## src/rtl/hazard_stall_unit_pkg.sv

```systemverilog
// Shared pipeline constants: load/swap opcode encodings and hazard-unit state encoding.
// No logic; pure declarations imported by the pipeline control blocks.
// No flow control of its own.
package hazard_stall_unit_pkg;

    // Opcodes that read memory and therefore cannot forward their result
    // in time for an instruction sitting directly behind them in ID.
    localparam logic [3:0] LOAD_OP_A_DEF = 4'b0100;
    localparam logic [3:0] LOAD_OP_B_DEF = 4'b0110;

    // Register swap is an R-type style instruction selected by opcode plus function code.
    localparam logic [3:0] SWAP_OP       = 4'b1111;
    localparam logic [3:0] SWAP_FUNC     = 4'b0010;

    // RUN: normal issue, STALL1: second bubble for a branch behind a load,
    // HALT: pipeline frozen while a halt is requested.
    typedef enum logic [1:0] {
        ST_RUN    = 2'd0,
        ST_STALL1 = 2'd1,
        ST_HALT   = 2'd2
    } hsu_state_e;

endpackage

```

## src/rtl/hazard_stall_unit.sv

```systemverilog
// Pipeline hazard/stall control: freezes PC and IF/ID, bubbles ID/EX, flushes IF/ID on taken branches.
// Stall decisions are combinational in the same cycle; STALL1/HALT add registered follow-on stalls.
// While stalled, BranchTaken is ignored so the branch is re-evaluated once operands are ready.
module hazard_stall_unit
    import hazard_stall_unit_pkg::*;
#(
    parameter logic [3:0] LOAD_OP_A = LOAD_OP_A_DEF,
    parameter logic [3:0] LOAD_OP_B = LOAD_OP_B_DEF,
    parameter int         CNT_W     = 8
) (
    input  logic             clk,
    input  logic             reset,
    input  logic [1:0]       HazardDetected,
    input  logic [3:0]       OpcodeEX,
    input  logic [3:0]       DestEX,
    input  logic [3:0]       IDOP1,
    input  logic [3:0]       IDOP2,
    input  logic             UsesOP2ID,
    input  logic             BranchID,
    input  logic             BranchTaken,
    input  logic             HaltReq,
    output logic             PCWrite,
    output logic             IFIDWrite,
    output logic             IFIDFlush,
    output logic             IDEXFlush,
    output logic [CNT_W-1:0] StallCount
);

    hsu_state_e        state_q, state_d;
    logic [CNT_W-1:0]  cnt_q, cnt_d;

    logic              load_use;
    logic              run_stall;
    hsu_state_e        run_next;
    logic              stall;
    logic              ifid_flush;

    // Only the EX/MEM branch-forwarding flag matters here; bit 0 is consumed elsewhere.
    logic              unused_hd0;
    assign unused_hd0 = HazardDetected[0];

    // Load in EX whose destination is read by the instruction in ID.
    always_comb begin
        load_use = ((OpcodeEX == LOAD_OP_A) || (OpcodeEX == LOAD_OP_B)) &&
                   ((DestEX == IDOP1) || (UsesOP2ID && (DestEX == IDOP2)));
    end

    // Issue rules used in RUN and on the cycle a halt is released.
    always_comb begin
        run_stall = load_use || (BranchID && HazardDetected[1]) || HaltReq;
        if (HaltReq) begin
            run_next = ST_HALT;
        end else if (BranchID && load_use) begin
            run_next = ST_STALL1;
        end else begin
            run_next = ST_RUN;
        end
    end

    // Next-state and stall/flush decision per state.
    always_comb begin
        state_d    = state_q;
        stall      = 1'b0;
        ifid_flush = 1'b0;
        case (state_q)
            ST_RUN: begin
                stall      = run_stall;
                ifid_flush = !run_stall && BranchTaken && BranchID;
                state_d    = run_next;
            end
            ST_STALL1: begin
                stall   = 1'b1;
                state_d = HaltReq ? ST_HALT : ST_RUN;
            end
            ST_HALT: begin
                if (HaltReq) begin
                    stall   = 1'b1;
                    state_d = ST_HALT;
                end else begin
                    // Release cycle behaves exactly like RUN.
                    stall      = run_stall;
                    ifid_flush = !run_stall && BranchTaken && BranchID;
                    state_d    = run_next;
                end
            end
            default: begin
                stall   = 1'b1;
                state_d = ST_RUN;
            end
        endcase
    end

    // Output drive; reset holds the front end frozen and flushed.
    always_comb begin
        if (reset) begin
            PCWrite   = 1'b0;
            IFIDWrite = 1'b0;
            IFIDFlush = 1'b1;
            IDEXFlush = 1'b1;
        end else begin
            PCWrite   = !stall;
            IFIDWrite = !stall;
            IFIDFlush = ifid_flush;
            IDEXFlush = stall;
        end
    end

    // Saturating count of bubble cycles.
    always_comb begin
        cnt_d = cnt_q;
        if (stall && (cnt_q != {CNT_W{1'b1}})) begin
            cnt_d = cnt_q + {{(CNT_W-1){1'b0}}, 1'b1};
        end
    end

    // State register; reset abandons any pending STALL1/HALT.
    always_ff @(posedge clk or posedge reset) begin
        if (reset) begin
            state_q <= ST_RUN;
        end else begin
            state_q <= state_d;
        end
    end

    // Stall counter register.
    always_ff @(posedge clk or posedge reset) begin
        if (reset) begin
            cnt_q <= '0;
        end else begin
            cnt_q <= cnt_d;
        end
    end

    assign StallCount = cnt_q;

endmodule

```

## config.mk

```make
export PLATFORM = sky130hd
export DESIGN_NAME = hazard_stall_unit
export DESIGN_NICKNAME = d
export VERILOG_FILES = /design/src/rtl/hazard_stall_unit_pkg.sv /design/src/rtl/hazard_stall_unit.sv
export SDC_FILE = /design/constraint.sdc
export NUM_CORES = 1
export LEC_CHECK = 0
export ABC_AREA = 1
export BUFFER_PORTS_ARGS = -buffer_cell sky130_fd_sc_hd__buf_2
export CAP_MARGIN = 30
export CORE_MARGIN = 10
export CORE_UTILIZATION = 40
export DETAILED_ROUTE_END_ITERATION = 8
export PLACE_DENSITY = 0.79
export SYNTH_ARGS = -nofsm -noshare
export SYNTH_HDL_FRONTEND = slang
export SYNTH_SLANG_ARGS = --single-unit
```

## constraint.sdc

```tcl
create_clock -name clk -period 3.7 [get_ports clk]
set_input_delay 1.11 -clock clk [delete_from_list [all_inputs] [get_ports clk]]
set_output_delay 1.11 -clock clk [all_outputs]
set_load 0.01 [all_outputs]
```

# [Word-level counts from Yosys, hierarchy flattened]
# Index checks and enable logic that the tools add are counted.
[totals] register_bits=10 in_bits=24 out_inout_bits=12 elab_cells=36
[op_classes] n_addsub=1 eq_ne=7 mux=12 reduce_logical=14
[op_table] operator="$add A8 B1 Y8 const B" count=1
[op_table] operator="$eq A4 B3 Y1 const B" count=2
[op_table] operator="$eq A4 B4 Y1" count=2
[op_table] operator="$ne A8 B8 Y1 const B" count=1
[op_table] operator="$logic_and A1 B1 Y1" count=7
[op_table] operator="$mux W1" count=6
[op_table] operator="$mux W2" count=3
[op_table] operator="$pmux W2 S3" count=1
[op_table] operator="$logic_or A1 B1 Y1" count=4
[op_table] operator="$pmux W1 S2" count=2
[op_table] operator="$eq A2 B1 Y1 const B" count=1
[op_table] operator="$eq A2 B2 Y1 const B" count=1
[op_table] operator="$logic_not A1 Y1" count=2
[op_table] operator="$logic_not A2 Y1" count=1

# [Depth between registers and ports, before layout]
# Gate-level depths: netlist of run 1.
[logic_depth] depth_word=12 mapped_depth=11 depth_no_buf=11

# [Worst setup path before layout of run 1]
# OpenSTA, ideal clock, no wires.
[synth_path] kind="input to output" from="in DestEX[2]" to="out PCWrite" t_arrival_ns=1.955 required_time_ns=2.590 slack_ns=0.635 cell_stages=9 n_path_buf=2 path_cell_list="xor2_1 nor2_1 nand2_1 nand2_1 nand2_1 nand2_2 buf_6 nor2_2 buf_4"
[synth_between] elab_chain_len=10 elab_cells_between_ends=11 cone_classes="2 x eq/ne; 3 x mux; 6 x reduce/logical"
[synth_rtl] element="start, declared" line_no="hazard_stall_unit.sv:15" source="input logic [3:0] DestEX,"
[synth_rtl] element="$eq A4 B4 Y1" line_no="hazard_stall_unit.sv:45" source="((DestEX == IDOP1) || (UsesOP2ID && (DestEX == IDOP2)));"
[synth_rtl] element="$logic_and A1 B1 Y1" line_no="hazard_stall_unit.sv:45"
[synth_rtl] element="$logic_or A1 B1 Y1 *" line_no="hazard_stall_unit.sv:45"
[synth_rtl] element="$logic_and A1 B1 Y1 *" line_no="hazard_stall_unit.sv:44" source="load_use = ((OpcodeEX == LOAD_OP_A) || (OpcodeEX == LOAD_OP_B)) &&"
[synth_rtl] element="$logic_or A1 B1 Y1 * (2 in series)" line_no="hazard_stall_unit.sv:50" source="run_stall = load_use || (BranchID && HazardDetected[1]) || HaltReq;"
[synth_rtl] element="$mux W1" line_no="hazard_stall_unit.sv:76" source="if (HaltReq) begin"
[synth_rtl] element="$pmux W1 S2 *" line_no="hazard_stall_unit.sv:65" source="case (state_q)"
[synth_rtl] element="$logic_not A1 Y1 *"
[synth_rtl] element="$mux W1 *"
[synth_rtl] element="end, declared" line_no="hazard_stall_unit.sv:22" source="output logic PCWrite,"
# Every way passes the cells marked *; elsewhere a longest branch is shown, timed or not.

# [Worst setup path after layout of run 1]
[layout_path] from="in DestEX[1]" to="out IDEXFlush"
[layout_between] elab_chain_len=9 elab_cells_between_ends=10 cone_classes="2 x eq/ne; 3 x mux; 5 x reduce/logical"
[layout_rtl] element="$eq A4 B4 Y1" line_no="hazard_stall_unit.sv:45"
[layout_rtl] element="$logic_and A1 B1 Y1" line_no="hazard_stall_unit.sv:45"
[layout_rtl] element="$logic_or A1 B1 Y1 *" line_no="hazard_stall_unit.sv:45"
[layout_rtl] element="$logic_and A1 B1 Y1 *" line_no="hazard_stall_unit.sv:44"
[layout_rtl] element="$logic_or A1 B1 Y1 * (2 in series)" line_no="hazard_stall_unit.sv:50"
[layout_rtl] element="$mux W1" line_no="hazard_stall_unit.sv:76"
[layout_rtl] element="$pmux W1 S2 *" line_no="hazard_stall_unit.sv:65"
[layout_rtl] element="$mux W1 *" line_no="hazard_stall_unit.sv:95" source="if (reset) begin"
[layout_rtl] element="end, declared" line_no="hazard_stall_unit.sv:25" source="output logic IDEXFlush,"
# Marks and branches as above.

==> metrics.md, run 1 <==
| Metric | Value |
|---|---|
| Outcome | finished, final reports clean |
| Summed area of non-filler cells in the final layout | 866 sq um |
| Floorplan die width | 60.8 um |
| Syn Area/Cell | a little under 7 sq um |
| Power per unit of standard cell area | 434 nW/um^2 |
| Final setup slack of the worst path | roughly 0.5 ns |
| Count of endpoints failing hold in the final timing report | 0 |
| 1st-iter DRT viols | 7 |
| Total via count after detailed routing | around 700 |
| Port Buffer Count | 33 |
| Number of gates given a new drive strength after cts | 0 |
| Number of buffers created by CTS | 3 |
| HPWL after DPL | between 1000 and 1500 um |
| Routability congestion estimate from global placement | 0.800 |
| Most common library cell in the layout ignoring fill and taps | nand2_1 |
| Startpoint type of the worst setup path | input pin |
| Unrepaired setup endpoints after global routing | no |
| Endpoint type of the worst setup path | output port |
| Clock-pin slew of the registers on the worst-case setup and hold paths | approximately 0.060 ns |
| Maximum clock path buffer count | 2 |
| Count of antenna-violating nets left after detailed routing | 0 |
| WHS | ~0.5 ns |
| Max Fanout on Critical Path | 11 |
| Req. time, crit path | between 2 and 3 ns |
| Type of the most critical hold path | flop to flop |
| Number of nets at the end of the flow | between 150 and 200 |
| Number of storage elements in the synthesis netlist | 9 |
| Library cells used by synthesis | 17 |
| Ant. Diodes | 0 |
| Wire length of the first global-routing pass | around 2800 um |
| CTS sink cnt | 9 |
| Number of antenna violations at the first check in global routing | 0 |
| Y dimension of the die | between 60 and 70 um |
| Maximum level of the CTS H-tree | 1 |
| Worst slew margin | a little over four fifths |
| Sum of routed wire length over all layers | 1630 um |
| Number of synthesis warnings | 0 |
| Total global routing track utilization | about a tenth |
| Maximum ir drop on the vdd rail | 0.213 mV |
| Most frequent cells in the layout | nand2_1 (39), buf_2 (33), nand3_1 (11) |
| Critical Setup Path Class | input pin to output port |
| End-of-flow core utilization | between 50% and 60% |
| # Post-CTS Setup Buffers | 0 |
| Maximum number of pins on one net before global-route repair | 12 |
| Core ar. | around 1500 sq um |
| CTS tree | built |
| Initial Util | 43.2% |
| Fin crit period | 3.20 ns |
| Worst-skew pair later-pin latency | between 0.2 and 0.3 ns |
| Critical Path AT | roughly 2.1 ns |
| Total die area | around 3700 sq um |
| Static power due to leakage | approximately 0.53 nW |
| Ports | 36 |
| Via count of the first global-routing pass | slightly below 700 |
| Clock tree root driver cell | clkbuf_4 |
| Layout overhead on the synthesized area | 30.1% |
| Post-synthesis instance area | ~670 sq um |
| Detail-routed via count per cell | approximately 4.5 |
| Number of setup violations in the final report | 0 |
| Final number of max-transition violations | 0 |
| Net count after synthesis | around 120 |
| Average detailed-routed wire length per instance | 10.8 um |
| Worst Max-Slew Pin Slew | approximately 0.23 ns |
| Proportion of layout cells with a drive suffix above 1 | between 30% and 40% |
| Fill cell total of the finished layout | 163 |
| Post-route fraction of the period consumed by the critical path | 86.6% |
| Drt drc | 0 |
| Std-Cell Rows | 14 |
| Max-cap violations | 0 |
| Number of hold-repair buffers added at the cts stage | 0 |
| TNS Setup | 0 ns |
| Residual overflow from global routing | 0 |
| Iteration count of the initial detailed-routing pass | 4 |
| Worst clock skew | 0.00730 ns |
| Highest achievable clock rate | approximately 310 MHz |
| Gate count after technology mapping | 99 |
| Worst Setup Slack post-DPL | just under 0.5 ns |
| Post-placement cell area | ~840 sq um |
| Register area share after synthesis | about a third |
[state kept, by name (all words and copies together) (netlist names)]
| signal | flops |
|---|---|
| StallCount | 8 |
| state_q | 1 |
[cells by family after synthesis]
kind of cell / synth area share, %
AND/OR/NAND/NOR: 42.1
flip-flops: 33.8
buffers and inverters: 9.59
AO/OA/AOI/OAI: 0.751
adder cells (fa/ha/maj): 1.88
XOR/XNOR: 11.8
[stage by stage]
stage	std cells	total power (W)
6_report	151	0.000376
5_1_grt	151	0.000413
4_1_cts	151	0.000382
3_5_place_dp	147	0.000305
3_3_place_gp	147	0.000297
2_1_floorplan	99	0.000246
[routing by layer]
| layer | vias up | part of all wire, % | track usage [%] |
|---|---|---|---|
| met2 | 24 | 46 | 14.3 |
| li1 | 375 | - | - |
| met5 | - | 0 | 0 |
| met4 | 0 | 1.3 | 3.13 |
| met1 | 283 | 43 | 11.4 |
| met3 | 2 | 9.4 | 4.80 |
[worst max-delay path, stage by stage]
cell and delay, ns:
buf_2 0.12, inv_1 0.05, nand2_1 0.04, nand2_1 0.06
nor2_1 0.04, nand3_1 0.07, nand2_1 0.05, nand2_1 0.08
nand2_2 0.16, nor2_2 0.15, inv_1 0.04, buf_2 0.13
[path summary, 6_finish.rpt]
check / endpoint / cells past startpoint / start / slack (ns)
max in group asynchronous: StallCount[7] / 3 / reset / 2.73
min reg2reg: state_q[0] / 3 / state_q[0] / 0.50
max: IDEXFlush / 12 / DestEX[1] / 0.50
max reg2reg: StallCount[7] / 7 / StallCount[0] / 2.16
min in group asynchronous: StallCount[1] / 3 / reset / 0.82
min: state_q[0] / 3 / state_q[0] / 0.50
[cells in the mapped netlist]
cell,instances,share of area [%]
nand2_1,39,22
nand3_1,11,8.3
inv_1,10,5.6
dfrtp_1,9,34
nor2_1,8,4.5
xor2_1,5,6.6
xnor2_1,4,5.3
inv_2,2,1.1
nand2_2,2,1.9
nor2_2,2,1.9
buf_4,1,1.1
buf_6,1,1.7
ha_1,1,1.9
nand3_2,1,1.5
nand4_1,1,0.94
nor3b_1,1,1.1
o21ai_1,1,0.75
[area by class of cell]
cell class | count | area [sq um] | area share (%)
timing repair buffer | 34 | 173 | 19.9
inverter | 12 | 45.0 | 5.20
clock buffer | 4 | 26.3 | 3.03
multi-input combinational | 76 | 377 | 43.5
sequential | 9 | 225 | 26.0
tap | 16 | 20.0 | 2.31
[where the power goes]
part,total (W),leakage [nW],switching [W],internal [W]
sequential,0.000158,0.118,0.0000339,0.000124
clock,0.0000753,0.0150,0.0000338,0.0000415
combinational,0.000142,0.398,0.0000750,0.0000673
No activity file was read; power rests on OpenSTA's default activity.
==> inputs of run 2 (changes only) <==
CAP_MARGIN = 10   (was 30)
RECOVER_POWER = 25   (was unset)
==> metrics.md, run 2 (same netlist as run 1, synthesis figures left out) <==
| Metric | Value |
|---|---|
| Outcome | finished, final reports clean |
| Initial Util | a little over two fifths |
| Cell depth of the worst flop-to-flop path | 7 |
| Maximum level of the CTS H-tree | 1 |
| Ant. Diodes | 0 |
| Post-route fraction of the period consumed by the critical path | 86.8% |
| Cell Count, Final, Fillers Out | about 150 |
| Critical Setup Path Class | input pin to output port |
| CTS tree | built |
| Wire length of the first global-routing pass | approximately 2800 um |
| Clock tree root driver cell | clkbuf_4 |
| Launch instance of the worst register-to-register path | StallCount[0] |
| Iteration count of the initial detailed-routing pass | 4 |
| Layout overhead on the synthesized area | 29.3% |
| Max-cap violations | 0 |
| Number of buffers created by CTS | 3 |
| Via count of the first global-routing pass | between 600 and 700 |
| Static power due to leakage | 0.525 nW |
| Power per unit of standard cell area | approximately 440 nW/um^2 |
| Type of the most critical hold path | flop to flop |
| Residual overflow from global routing | 0 |
| Port Buffer Count | 33 |
| Final number of max-transition violations | 0 |
| Max Fanout on Critical Path | 11 |
| Max reg flops | 8 |
| Highest achievable clock rate | 311 MHz |
| Req. time, crit path | between 2 and 3 ns |
| Number of gates given a new drive strength after cts | 0 |
| Endpoint type of the worst setup path | output port |
| Ports | 36 |
| Critical Path AT | between 2 and 2.5 ns |
| Total via count after detailed routing | 685 |
| Clock-pin slew of the registers on the worst-case setup and hold paths | ~0.060 ns |
| Maximum clock path buffer count | 2 |
| Most frequent cells in the layout | nand2_1 (39), buf_2 (32), nand3_1 (11) |
| Drt drc | 0 |
| HPWL after DPL | between 1000 and 1500 um |
| Detail-routed via count per cell | around 4.5 |
| Total die area | 3700 sq um |
| Sum of routed wire length over all layers | 1630 um |
| Min-delay src | state_q[0] |
| # Post-CTS Setup Buffers | 0 |
| Cells on Worst Hold Path | 3 |
| 1st-iter DRT viols | 9 |
| Proportion of layout cells with a drive suffix above 1 | 31.1% |
| Maximum number of pins on one net before global-route repair | 12 |
| Count of antenna-violating nets left after detailed routing | 0 |
| Count of endpoints failing hold in the final timing report | 0 |
| Capturing point of the worst reg2reg path | StallCount[7] |
| Worst slew margin | 65.4% |
| CTS sink cnt | 9 |
| Sum of internal, switching and leakage power | 0.000375 W |
| Worst clock skew | ~0.0073 ns |
| Most common library cell in the layout ignoring fill and taps | nand2_1 |
| Worst Max-Slew Pin Slew | about 0.52 ns |
| Number of hold-repair buffers added at the cts stage | 0 |
| Unrepaired setup endpoints after global routing | no |
| Total global routing track utilization | 9.48% |
| Worst Hold Endpoint | state_q[0] |
| Y dimension of the die | slightly above 60 um |
| Routability congestion estimate from global placement | 0.800 |
| Maximum ir drop on the vdd rail | 0.213 mV |
| Number of setup violations in the final report | 0 |
| Number of nets at the end of the flow | approximately 160 |
| Startpoint type of the worst setup path | input pin |
| Std-Cell Rows | 14 |
| WHS | 0.499 ns |
| Number of cells after detailed placement | about 150 |
| Reg2Reg Setup Slack | 2.16 ns |
| Fin crit period | around 3.2 ns |
| Average detailed-routed wire length per instance | 10.8 um |
| TNS Setup | 0 ns |
| Worst-skew pair later-pin latency | around 0.26 ns |
| Number of antenna violations at the first check in global routing | 0 |
| Core ar. | ~1500 sq um |
| Floorplan die width | 60.8 um |
## run 2: cell count changes in the layout (fill, tap and decap cells not counted)
cell,previous run,this run
buf_4,1,0
clkbuf_1,1,3
buf_2,33,32
## run 2: report_power, final
| group | switching [W] | internal (W) | total [W] |
|---|---|---|---|
| registers | 0.0000339 | 0.000124 | 0.000158 |
| clock network | 0.0000338 | 0.0000415 | 0.0000753 |
| logic | 0.0000751 | 0.0000667 | 0.000142 |
## run 2: layout make-up
| class | count | area (sq um) |
|---|---|---|
| inverters | 12 | 45.0 |
| fillers | 166 | 681 |
| multi-input cells | 76 | 377 |
| repair buffers | 34 | 168 |
| flip-flops and latches | 9 | 225 |
| well taps | 16 | 20.0 |
| clock buffers | 4 | 26.3 |
## run 2: worst max-delay path by stage
stage,start,end
floorplan,DestEX[2],PCWrite
global placement,DestEX[1],IDEXFlush
detailed placement,DestEX[1],IDEXFlush
CTS,DestEX[3],IDEXFlush
global route,DestEX[0],IFIDFlush
finish,DestEX[1],IFIDFlush
## run 2: metal layers
metal / wire (um) / track usage (%) / part of all wire (%) / vias to the layer above
met5: 0 / 0 / 0 / -
met4: 21 / 3.13 / 1.3 / 0
met3: 163 / 4.80 / 10 / 2
met2: 752 / 14.3 / 46 / 24
met1: 693 / 11.4 / 43 / 284
li1: - / - / - / 375
## run 2: stage by stage
stage               utilization [%]  setup slack (ns)  area, sq um
CTS                            56.2             0.485          866
detailed placement             54.5             0.487          840
global route                   55.8             0.309          861
global placement               54.5             0.519          840
floorplan                         -             0.635          666
finish                         55.8             0.489          861
## run 2: critical path: stages
cell and delay (ns):
buf_2 0.12, xor2_1 0.13, nor2_1 0.10, nand2_1 0.06, nand2_1 0.06, nand2_1 0.07, nand2_2 0.20, o21ai_1 0.08
buf_2 0.17
